--- config.mk ---
export PLATFORM = sky130hd
export DESIGN_NAME = pa_cal_stats
export DESIGN_NICKNAME = d
export VERILOG_FILES = /design/src/rtl/pa_cal_stats.sv
export SDC_FILE = /design/constraint.sdc
export NUM_CORES = 1
export LEC_CHECK = 0
export CAP_MARGIN = 15
export CORE_MARGIN = 5
export CORE_UTILIZATION = 30
export CTS_CLUSTER_DIAMETER = 200
export DETAILED_ROUTE_END_ITERATION = 7
export DONT_BUFFER_PORTS = 1
export PLACE_DENSITY_LB_ADDON = 0.2
export SLEW_MARGIN = 30
export SYNTH_ARGS = -nofsm -noshare
export SYNTH_HDL_FRONTEND = slang
export SYNTH_SLANG_ARGS = --single-unit
--- constraint.sdc ---
create_clock -name i_clk -period 6.77 [get_ports i_clk]
set_clock_uncertainty 0.05 [all_clocks]
set_input_delay 0.677 -clock i_clk [delete_from_list [all_inputs] [get_ports i_clk]]
set_output_delay 0.677 -clock i_clk [all_outputs]
set_load 0.05 [all_outputs]
--- src/rtl/pa_cal_stats.sv ---
`default_nettype none
// pa_cal_stats: reads a RAM address range, accumulates sum/min/max and divides for the mean.
// Revision 1.0
module pa_cal_stats #(
  parameter int SIZE_ADDR = 32,
  parameter int SIZE_DATA = 32,
  parameter bit SIGNED    = 1'b0,
  parameter int ACC_W     = SIZE_DATA + SIZE_ADDR
) (
  input  logic                 i_clk,
  input  logic                 i_rst_n,
  input  logic                 i_start,
  input  logic                 i_round,
  input  logic [SIZE_ADDR-1:0] i_addr_si,
  input  logic [SIZE_ADDR-1:0] i_addr_ei,
  output logic                 o_en_ram,
  output logic [SIZE_ADDR-1:0] o_addr_ram,
  input  logic [SIZE_DATA-1:0] i_data_ram,
  input  logic                 i_valid_ram,
  output logic [SIZE_DATA-1:0] o_mean_value,
  output logic [SIZE_DATA-1:0] o_min_value,
  output logic [SIZE_DATA-1:0] o_max_value,
  output logic [SIZE_ADDR-1:0] o_count,
  output logic                 o_busy,
  output logic                 o_error,
  output logic                 o_done
);
  localparam int CNT_W = $clog2(ACC_W + 1);
  localparam logic [SIZE_DATA-1:0] MIN_INIT =
    SIGNED ? {1'b0, {(SIZE_DATA-1){1'b1}}} : {SIZE_DATA{1'b1}};
  localparam logic [SIZE_DATA-1:0] MAX_INIT =
    SIGNED ? {1'b1, {(SIZE_DATA-1){1'b0}}} : {SIZE_DATA{1'b0}};

  typedef enum logic [2:0] {
    S_IDLE = 3'd0,
    S_REQ  = 3'd1,
    S_WAIT = 3'd2,
    S_DIV  = 3'd3,
    S_DONE = 3'd4
  } state_t;

  state_t state, state_nx;

  logic [SIZE_ADDR-1:0] addr, addr_ei, count, count_nx, half_cnt;
  logic                 round_mode, err, neg, neg_nx, last;
  logic [ACC_W-1:0]     acc, acc_nx, ext, mag, dividend;
  logic [SIZE_DATA-1:0] min_v, max_v, mean_q;
  logic                 lt_min, gt_max;
  logic [ACC_W-1:0]     quo, quo_nx;
  logic [SIZE_ADDR-1:0] rem, rem_nx;
  logic [SIZE_ADDR:0]   rem_sh;
  logic                 ge;
  logic [CNT_W-1:0]     div_cnt;

  assign o_addr_ram = addr;

  always_comb begin
    if (SIGNED) begin
      ext    = {{(ACC_W-SIZE_DATA){i_data_ram[SIZE_DATA-1]}}, i_data_ram};
      lt_min = $signed(i_data_ram) < $signed(min_v);
      gt_max = $signed(i_data_ram) > $signed(max_v);
    end else begin
      ext    = {{(ACC_W-SIZE_DATA){1'b0}}, i_data_ram};
      lt_min = i_data_ram < min_v;
      gt_max = i_data_ram > max_v;
    end
    acc_nx   = acc + ext;
    count_nx = count + SIZE_ADDR'(1);
    last     = (addr == addr_ei);
    // Divide the magnitude so truncation and rounding are symmetric about zero.
    neg_nx   = SIGNED && acc_nx[ACC_W-1];
    mag      = neg_nx ? (~acc_nx + ACC_W'(1)) : acc_nx;
    half_cnt = round_mode ? (count_nx >> 1) : '0;
    dividend = mag + {{(ACC_W-SIZE_ADDR){1'b0}}, half_cnt};
    rem_sh   = {rem, quo[ACC_W-1]};
    ge       = rem_sh >= {1'b0, count};
    rem_nx   = ge ? SIZE_ADDR'(rem_sh - {1'b0, count}) : rem_sh[SIZE_ADDR-1:0];
    quo_nx   = {quo[ACC_W-2:0], ge};
    mean_q   = neg ? (~quo[SIZE_DATA-1:0] + SIZE_DATA'(1)) : quo[SIZE_DATA-1:0];
  end

  always_ff @(posedge i_clk or negedge i_rst_n) begin
    if (!i_rst_n) state <= S_IDLE;
    else          state <= state_nx;
  end

  always_comb begin
    state_nx = state;
    o_en_ram = 1'b0;
    case (state)
      S_IDLE: if (i_start) state_nx = (i_addr_ei < i_addr_si) ? S_DONE : S_REQ;
      S_REQ: begin
        o_en_ram = 1'b1;
        state_nx = S_WAIT;
      end
      S_WAIT: begin
        if (i_valid_ram) begin
          if (!last)                state_nx = S_REQ;
          else if (count_nx == '0)  state_nx = S_DONE;
          else                      state_nx = S_DIV;
        end
      end
      S_DIV:  if (div_cnt == '0) state_nx = S_DONE;
      S_DONE: state_nx = S_IDLE;
      default: state_nx = S_IDLE;
    endcase
  end

  always_ff @(posedge i_clk or negedge i_rst_n) begin
    if (!i_rst_n) begin
      addr <= '0; addr_ei <= '0; count <= '0; round_mode <= 1'b0;
      err <= 1'b0; neg <= 1'b0; acc <= '0; min_v <= '0; max_v <= '0;
      quo <= '0; rem <= '0; div_cnt <= '0;
      o_mean_value <= '0; o_min_value <= '0; o_max_value <= '0; o_count <= '0;
      o_busy <= 1'b0; o_error <= 1'b0; o_done <= 1'b0;
    end else begin
      o_done <= 1'b0;
      case (state)
        S_IDLE: begin
          if (i_start) begin
            addr       <= i_addr_si;
            addr_ei    <= i_addr_ei;
            round_mode <= i_round;
            err        <= (i_addr_ei < i_addr_si);
            acc        <= '0;
            count      <= '0;
            min_v      <= MIN_INIT;
            max_v      <= MAX_INIT;
            o_busy     <= 1'b1;
            o_error    <= 1'b0;
            o_mean_value <= '0; o_min_value <= '0; o_max_value <= '0; o_count <= '0;
          end
        end
        S_WAIT: begin
          if (i_valid_ram) begin
            acc   <= acc_nx;
            count <= count_nx;
            if (lt_min) min_v <= i_data_ram;
            if (gt_max) max_v <= i_data_ram;
            if (last) begin
              quo     <= dividend;
              rem     <= '0;
              div_cnt <= CNT_W'(ACC_W - 1);
              neg     <= neg_nx;
              // A full address-space range wraps the count to zero.
              err     <= (count_nx == '0);
            end else begin
              addr <= addr + SIZE_ADDR'(1);
            end
          end
        end
        S_DIV: begin
          quo     <= quo_nx;
          rem     <= rem_nx;
          div_cnt <= div_cnt - CNT_W'(1);
        end
        S_DONE: begin
          o_done  <= 1'b1;
          o_busy  <= 1'b0;
          o_error <= err;
          if (!err) begin
            o_mean_value <= mean_q;
            o_min_value  <= min_v;
            o_max_value  <= max_v;
            o_count      <= count;
          end
        end
        default: ;
      endcase
    end
  end
endmodule
`default_nettype wire

Yosys cells after proc, flatten, opt, wreduce, memory -nomap -nowiden
Cells that the tools add are included.
- multipliers: 0
- divide/modulo/power cells: 0
- $add $sub $neg: 6
- equality and inequality tests: 13
- bitwise logic cells: 0
- shift-type cells: 0
- reduce and logical (&&, ||, !) cells: 16
- $lt $le $gt $ge: 4
- muxes and demuxes: 53
- operators by type and width (cell ; count):
    $pmux W32 S2 ; 9
    $mux W32 ; 17
    $mux W64 ; 4
    $pmux W64 S2 ; 2
    $add A32 B1 Y32 const B ; 2
    $add A64 B31 Y64 ; 1
    $add A64 B32 Y64 ; 1
    $lt A32 B32 Y1 ; 2
    $ge A33 B32 Y1 ; 1
    $eq A32 B32 Y1 ; 1
    $gt A32 B32 Y1 ; 1
    $logic_not A32 Y1 ; 1
    $sub A32 B32 Y32 ; 1
    $mux W31 ; 1
    $mux W3 ; 6
    $ne A2 B2 Y1 const B ; 8
    $reduce_and A4 Y1 ; 4
    $mux W7 ; 2
    $pmux W7 S2 ; 1
    $pmux W3 S4 ; 1
    $reduce_and A3 Y1 ; 4
    $logic_not A7 Y1 ; 1
    $mux W1 ; 7
    $sub A7 B1 Y7 const B ; 1
    7 further kinds ; 13
- word-level logic and storage cells: 111
- ROM bits: 0
- latch bits: 0
- register bits: 463
- memories kept: 0
- memory bits (writable): 0

Longest topological paths before layout
- word-level depth: 6
- depth in mapped cells: 24
- depth with buffers taken out: 23

Worst setup path before layout
Ideal clock, no wire load.
- kind: input port to flip-flop
- start: in i_data_ram[0]
- end: reg quo[50]
- library setup time: 96 ps
- stages: 24
- path buffers: 1
- arrival time: 5221 ps
- setup slack: 1403 ps
- cell sequence: ha_1 -> inv_1 -> fa_1 -> nand2b_1 -> a21oi_1 -> nor2b_1 -> o21a_1 -> o21bai_1 -> a21oi_1 -> xnor2_1 -> ha_1 -> o21ai_0 -> o21bai_1 -> a21o_1 -> a211o_1 -> a221o_1 -> a221o_1 -> o2111ai_1 -> a2111o_1 -> a21oi_1 -> buf_2 -> or2_2 -> and4_1 -> o31ai_1
- cells in the longest elaborated chain, start to end: 5
- RTL lines (item ; RTL line ; RTL):
    start, declared ; 18 ; input logic [SIZE_DATA-1:0] i_data_ram,
    $add A64 B32 Y64 ; 67 ; acc_nx = acc + ext;
    $add A64 B31 Y64 ; 74 ; dividend = mag + {{(ACC_W-SIZE_ADDR){1'b0}}, half_cnt};
    $mux W64 ; 140 ; if (last) begin
    $mux W64 ; 135 ; if (i_valid_ram) begin
    $pmux W64 S2 ; 118 ; case (state)
    end signal, assigned ; 141 ; quo <= dividend;
    end signal, assigned ; 153 ; quo <= quo_nx;
    end, declared ; 49 ; logic [ACC_W-1:0] quo, quo_nx;
No other way between the ends. The select of a mux whose other input is x is not followed.
A chain may end at the register's enable or synchronous reset.

Final worst setup path
- start: reg acc[0]
- end: reg quo[62]
- cells in the longest elaborated chain, start to end: 5
- RTL lines (item ; RTL line ; RTL):
    start, declared ; 46 ; logic [ACC_W-1:0] acc, acc_nx, ext, mag, dividend;
    start signal, assigned ; 136 ; acc <= acc_nx;
    $add A64 B32 Y64 ; 67 ;
    $add A64 B31 Y64 ; 74 ;
    $mux W64 ; 140 ;
    $mux W64 ; 135 ;
    $pmux W64 S2 ; 118 ;
No other way between the ends. The select of a mux whose other input is x is not followed.

==> results.yml <==
synth:
  post_synth_num_cell_types: 98
  synth_edf_count: 0
  synth-xor-area-share_pct: 5.64
  synthesis.area_um2: 29900
  syn_avg_cell_area_um2: 8.61
  dominant_combinational_cell_family_by_area_after_synthesis: "compound AO/OA/AOI/OAI gates"
  synth_simple_gate_area_share_pct: 19.5
  syn_nets: 3760
  post_synthesis_share_of_cell_area_spent_on_full_adders_half_adders_and_majority_gates_pct: 8.15
  ys_async_sr_fraction_pct: 100
  ys_seq_area_share_pct: 38.8
  ys_dominant_reg_cell: "sky130_fd_sc_hd__dfrtp_1"
  yosysWarnings: 0
  fraction_of_the_mapped_netlist_area_in_compound_gates_pct: 22.7
  yosys_register_bits: 463
  synth.area.mux_share_pct: 0.469
  synthesis.instances: 3467
placed_design:
  half_perimeter_wire_length_after_placement_um: 73200
  dp_slack_ps: 582
  gp_routability_congestion: 0.884
  port_buffers: 0
cells_and_area:
  fillers: 10200
  insertedDiodeCount: 0
  area_growth_syn_to_layout_pct: 10.8
  sequential_cell_area_um2: 11600
  multi_input_area_um2: 17000
  nets: 3669
  final_util_pct: 33.6
  final_layout_size_suffix_gt1_share_pct: 5.64
route:
  post_route_drc_violation_count: 0
  avgViaCountPerCell: 5.42
  routed_wl_um: 101000
  overall_via_count_from_detail_route: 25500
  drt.antenna.violating_nets: 0
  firstDrtPassIters: 5
  post_drt_wl_per_cell_um: 21.5
  drt_first_iter_violations: 1772
min_path:
  holdCritPathClass: "primary input to asynchronous set/reset pin"
floorplanning:
  initial_utilization_pct: 30.3
  die_area_um2: 106000
  die_height_um: 326
  coreArea_um2: 98600
  die_w_um: 326
  floorplan.rows: 115
  ios: 265
pwr:
  p_leak_nw: 14.7
  report.power.total_w: 0.0134
  vdd.ir_drop.worst_uv: 210
  pwr_density_cell_nw_per_um2: 405
cts:
  clock_latency_reported_for_the_late_side_of_the_worst_skew_pair_ps: 670
  numCtsBuffers: 58
  clock_sink_count: 463
  cts-root-buf: "sky130_fd_sc_hd__clkbuf_16"
  post_cts_hold_buffer_count: 1
  post-cts-setup-buffers: 0
  h-tree-depth: 2
  cts_buffer_depth: 3
  cts_tree: "done"
  count_of_cells_resized_by_post_cts_repair: 0
  clk_pin_slew_worst_paths_ps: 60
timing:
  hold_viol: 86
  setup_repair_after_global_routing_missed_its_margin: "no"
  timing.final.max_slew_violations: 377
  report.final.setup_viol: 0
  period_utilization_post_route_pct: 86.1
  holdWs_ps: -284
  timing_worst_slew_pin_value_ps: 3220
  setup_tns_ps: 0
  period_minus_slack_ps: 5830
  slew_headroom_pct: -115
  clock.fmax_mhz: 171
  setup_ws_post_layout_ps: 938
setup_path:
  critical_path_arrival_ps: 6320
  crit_type: "flop to flop"
  worst_ep_required_time_ps: 7260
  timing.critical_path.from: "acc[0]$_DFFE_PN0P_"
  largest_driver_fanout_on_the_critical_path: 10
  timing.rr.start: "acc[0]$_DFFE_PN0P_"
  setup.worst_path.end_class: "flop"
  timing.rr.end: "quo[62]$_DFFE_PN0P_"
  setup.reg_to_reg.worst_slack_ps: 940
  worstSetupStartpointType: "flop"
  ff2ff_path_depth: 23
grt:
  grt_start_max_net_pins: 464
  grt_antenna_before_repair: 0
  first_pass_grt_wire_length_um: 156000
  grt_pass1_vias: 24700
  overflow: 0
  gr-usage-all-layers_pct: 18.5
run_status:
  outcome: "finished with violations"
  violations: "negative hold slack, max-slew violations"
flow_run:
  max_cap_violations: 0
-- cell families after synthesis --
| kind of cell | after synthesis |
|---|---|
| adder cells (fa/ha/maj) | 193 |
| AO/OA/AOI/OAI | 1012 |
| multiplexers | 14 |
| AND/OR/NAND/NOR | 1235 |
| flip-flops | 463 |
| buffers and inverters | 364 |
| XOR/XNOR | 186 |
-- critical path, cell delays in order (launching register included) --
cell                        delay, ps
sky130_fd_sc_hd__dfrtp_1          340
sky130_fd_sc_hd__ha_1             190
sky130_fd_sc_hd__inv_1             60
sky130_fd_sc_hd__fa_1             390
sky130_fd_sc_hd__nand2b_1         180
sky130_fd_sc_hd__a21oi_1          300
sky130_fd_sc_hd__nor2b_1          120
sky130_fd_sc_hd__o21a_1           220
sky130_fd_sc_hd__o21bai_1         130
sky130_fd_sc_hd__a21oi_1           90
sky130_fd_sc_hd__xnor2_1          160
sky130_fd_sc_hd__ha_1             390
sky130_fd_sc_hd__and3_1           220
sky130_fd_sc_hd__nand4_1          160
sky130_fd_sc_hd__nor3_1           210
sky130_fd_sc_hd__a211o_1          170
sky130_fd_sc_hd__a221o_1          190
sky130_fd_sc_hd__a221o_1          200
sky130_fd_sc_hd__o2111ai_1        200
sky130_fd_sc_hd__a2111o_1         460
sky130_fd_sc_hd__a21oi_1          320
sky130_fd_sc_hd__o2111ai_2        360
sky130_fd_sc_hd__o31a_1           360
sky130_fd_sc_hd__o31ai_1          220
-- flip-flops by register name, summed over array words and instances, names as in the netlist, 3 cells and up --
name          count
acc              64
quo              64
addr_ei          32
count            32
max_v            32
min_v            32
o_addr_ram       32
o_count          32
o_max_value      32
o_mean_value     32
o_min_value      32
rem              32
div_cnt           7
state             3
-- synthesized netlist by cell type (9+ instances only) --
cell	instances	area, um^2
sky130_fd_sc_hd__a211oi_1	17	128
sky130_fd_sc_hd__or3_1	14	87.6
sky130_fd_sc_hd__and3_1	49	307
sky130_fd_sc_hd__dfrtp_1	463	11600
sky130_fd_sc_hd__xor2_1	76	666
sky130_fd_sc_hd__nand3_1	176	881
sky130_fd_sc_hd__mux2i_1	14	140
sky130_fd_sc_hd__nand4_1	55	344
sky130_fd_sc_hd__inv_1	172	646
sky130_fd_sc_hd__ha_1	189	2360
sky130_fd_sc_hd__a22oi_1	46	345
sky130_fd_sc_hd__o21bai_1	11	82.6
sky130_fd_sc_hd__a31oi_1	23	144
sky130_fd_sc_hd__nand2b_1	25	156
sky130_fd_sc_hd__clkbuf_1	164	616
sky130_fd_sc_hd__nand2_1	542	2030
sky130_fd_sc_hd__a221o_1	9	90.1
sky130_fd_sc_hd__o22ai_1	21	131
sky130_fd_sc_hd__a21boi_0	9	67.6
sky130_fd_sc_hd__a22o_1	42	368
sky130_fd_sc_hd__o31ai_1	131	983
sky130_fd_sc_hd__nor2_1	152	571
sky130_fd_sc_hd__a21oi_1	220	1100
sky130_fd_sc_hd__o21ai_0	224	1120
sky130_fd_sc_hd__nor3_1	54	270
sky130_fd_sc_hd__nor4_1	32	200
sky130_fd_sc_hd__o211ai_1	22	165
sky130_fd_sc_hd__and2_1	37	231
sky130_fd_sc_hd__nor3b_1	9	67.6
sky130_fd_sc_hd__o22a_1	35	307
sky130_fd_sc_hd__nor2b_1	37	231
sky130_fd_sc_hd__buf_2	15	75.1
sky130_fd_sc_hd__a21o_1	72	541
sky130_fd_sc_hd__o21a_1	24	180
sky130_fd_sc_hd__xnor2_1	106	928
sky130_fd_sc_hd__and4_1	21	184
-- report_power, final --
group	switching, W	leakage [nW]	total [W]	internal (W)
combinational	0.00341	7.72	0.00534	0.00193
sequential	0.00139	6.05	0.00481	0.00342
clock	0.00133	0.953	0.00324	0.00191
total	0.00613	14.7	0.0134	0.00727
-- layout make-up --
type | instances | area share (%)
Clock buffer | 79 | 4.81
Timing Repair Buffer | 37 | 0.907
Sequential cell | 463 | 35.0
Inverter | 176 | 2.00
Multi-Input combinational cell | 2640 | 51.3
Clock inverter | 26 | 1.07
Tap cell | 1287 | 4.87
-- worst max path at each step --
stage                          end  slack [ps]  cells after the start
6_report       quo[62]$_DFFE_PN0P_         940                     23
5_1_grt        quo[62]$_DFFE_PN0P_         420                     23
2_1_floorplan  quo[50]$_DFFE_PN0P_        1400                     24
3_5_place_dp   quo[62]$_DFFE_PN0P_         580                     23
3_3_place_gp   quo[62]$_DFFE_PN0P_         720                     23
4_1_cts        quo[56]$_DFFE_PN0P_         860                     23
-- stage by stage --
step                std cells  instance area [um^2]  hold slack (ps)
floorplan                3467                 29900              331
global placement         4601                 31100              353
detailed placement       4601                 31100              370
CTS                      4707                 33100             -357
global route             4708                 33100             -347
finish                   4708                 33100             -284
-- per-layer routing --
layer / GRT usage, % / up-vias / share of wire [%]
li1: - / 12300 / -
met1: 23.8 / 12500 / 44
met2: 32.2 / 555 / 49
met3: 3.60 / 126 / 4.9
met4: 4.14 / 0 / 2.3
met5: 0 / - / 0
-- layout by cell type (no fill, tap or decap), types with 17 or more instances in the layout --
master and instances:
sky130_fd_sc_hd__a211oi_1 17, sky130_fd_sc_hd__a21o_1 72, sky130_fd_sc_hd__a21oi_1 219, sky130_fd_sc_hd__a22o_1 42, sky130_fd_sc_hd__a22oi_1 46, sky130_fd_sc_hd__a31oi_1 22, sky130_fd_sc_hd__and2_1 35, sky130_fd_sc_hd__and3_1 48
sky130_fd_sc_hd__and4_1 21, sky130_fd_sc_hd__buf_4 35, sky130_fd_sc_hd__clkbuf_16 58, sky130_fd_sc_hd__dfrtp_1 463, sky130_fd_sc_hd__ha_1 189, sky130_fd_sc_hd__inv_1 172, sky130_fd_sc_hd__nand2_1 538, sky130_fd_sc_hd__nand2b_1 25
sky130_fd_sc_hd__nand3_1 176, sky130_fd_sc_hd__nand4_1 55, sky130_fd_sc_hd__nor2_1 150, sky130_fd_sc_hd__nor2b_1 37, sky130_fd_sc_hd__nor3_1 53, sky130_fd_sc_hd__nor4_1 32, sky130_fd_sc_hd__o211ai_1 22, sky130_fd_sc_hd__o21a_1 24
sky130_fd_sc_hd__o21ai_0 224, sky130_fd_sc_hd__o22a_1 35, sky130_fd_sc_hd__o22ai_1 20, sky130_fd_sc_hd__o31ai_1 131, sky130_fd_sc_hd__xnor2_1 106, sky130_fd_sc_hd__xor2_1 76
Note: power is estimated with default switching activity, not from simulation.
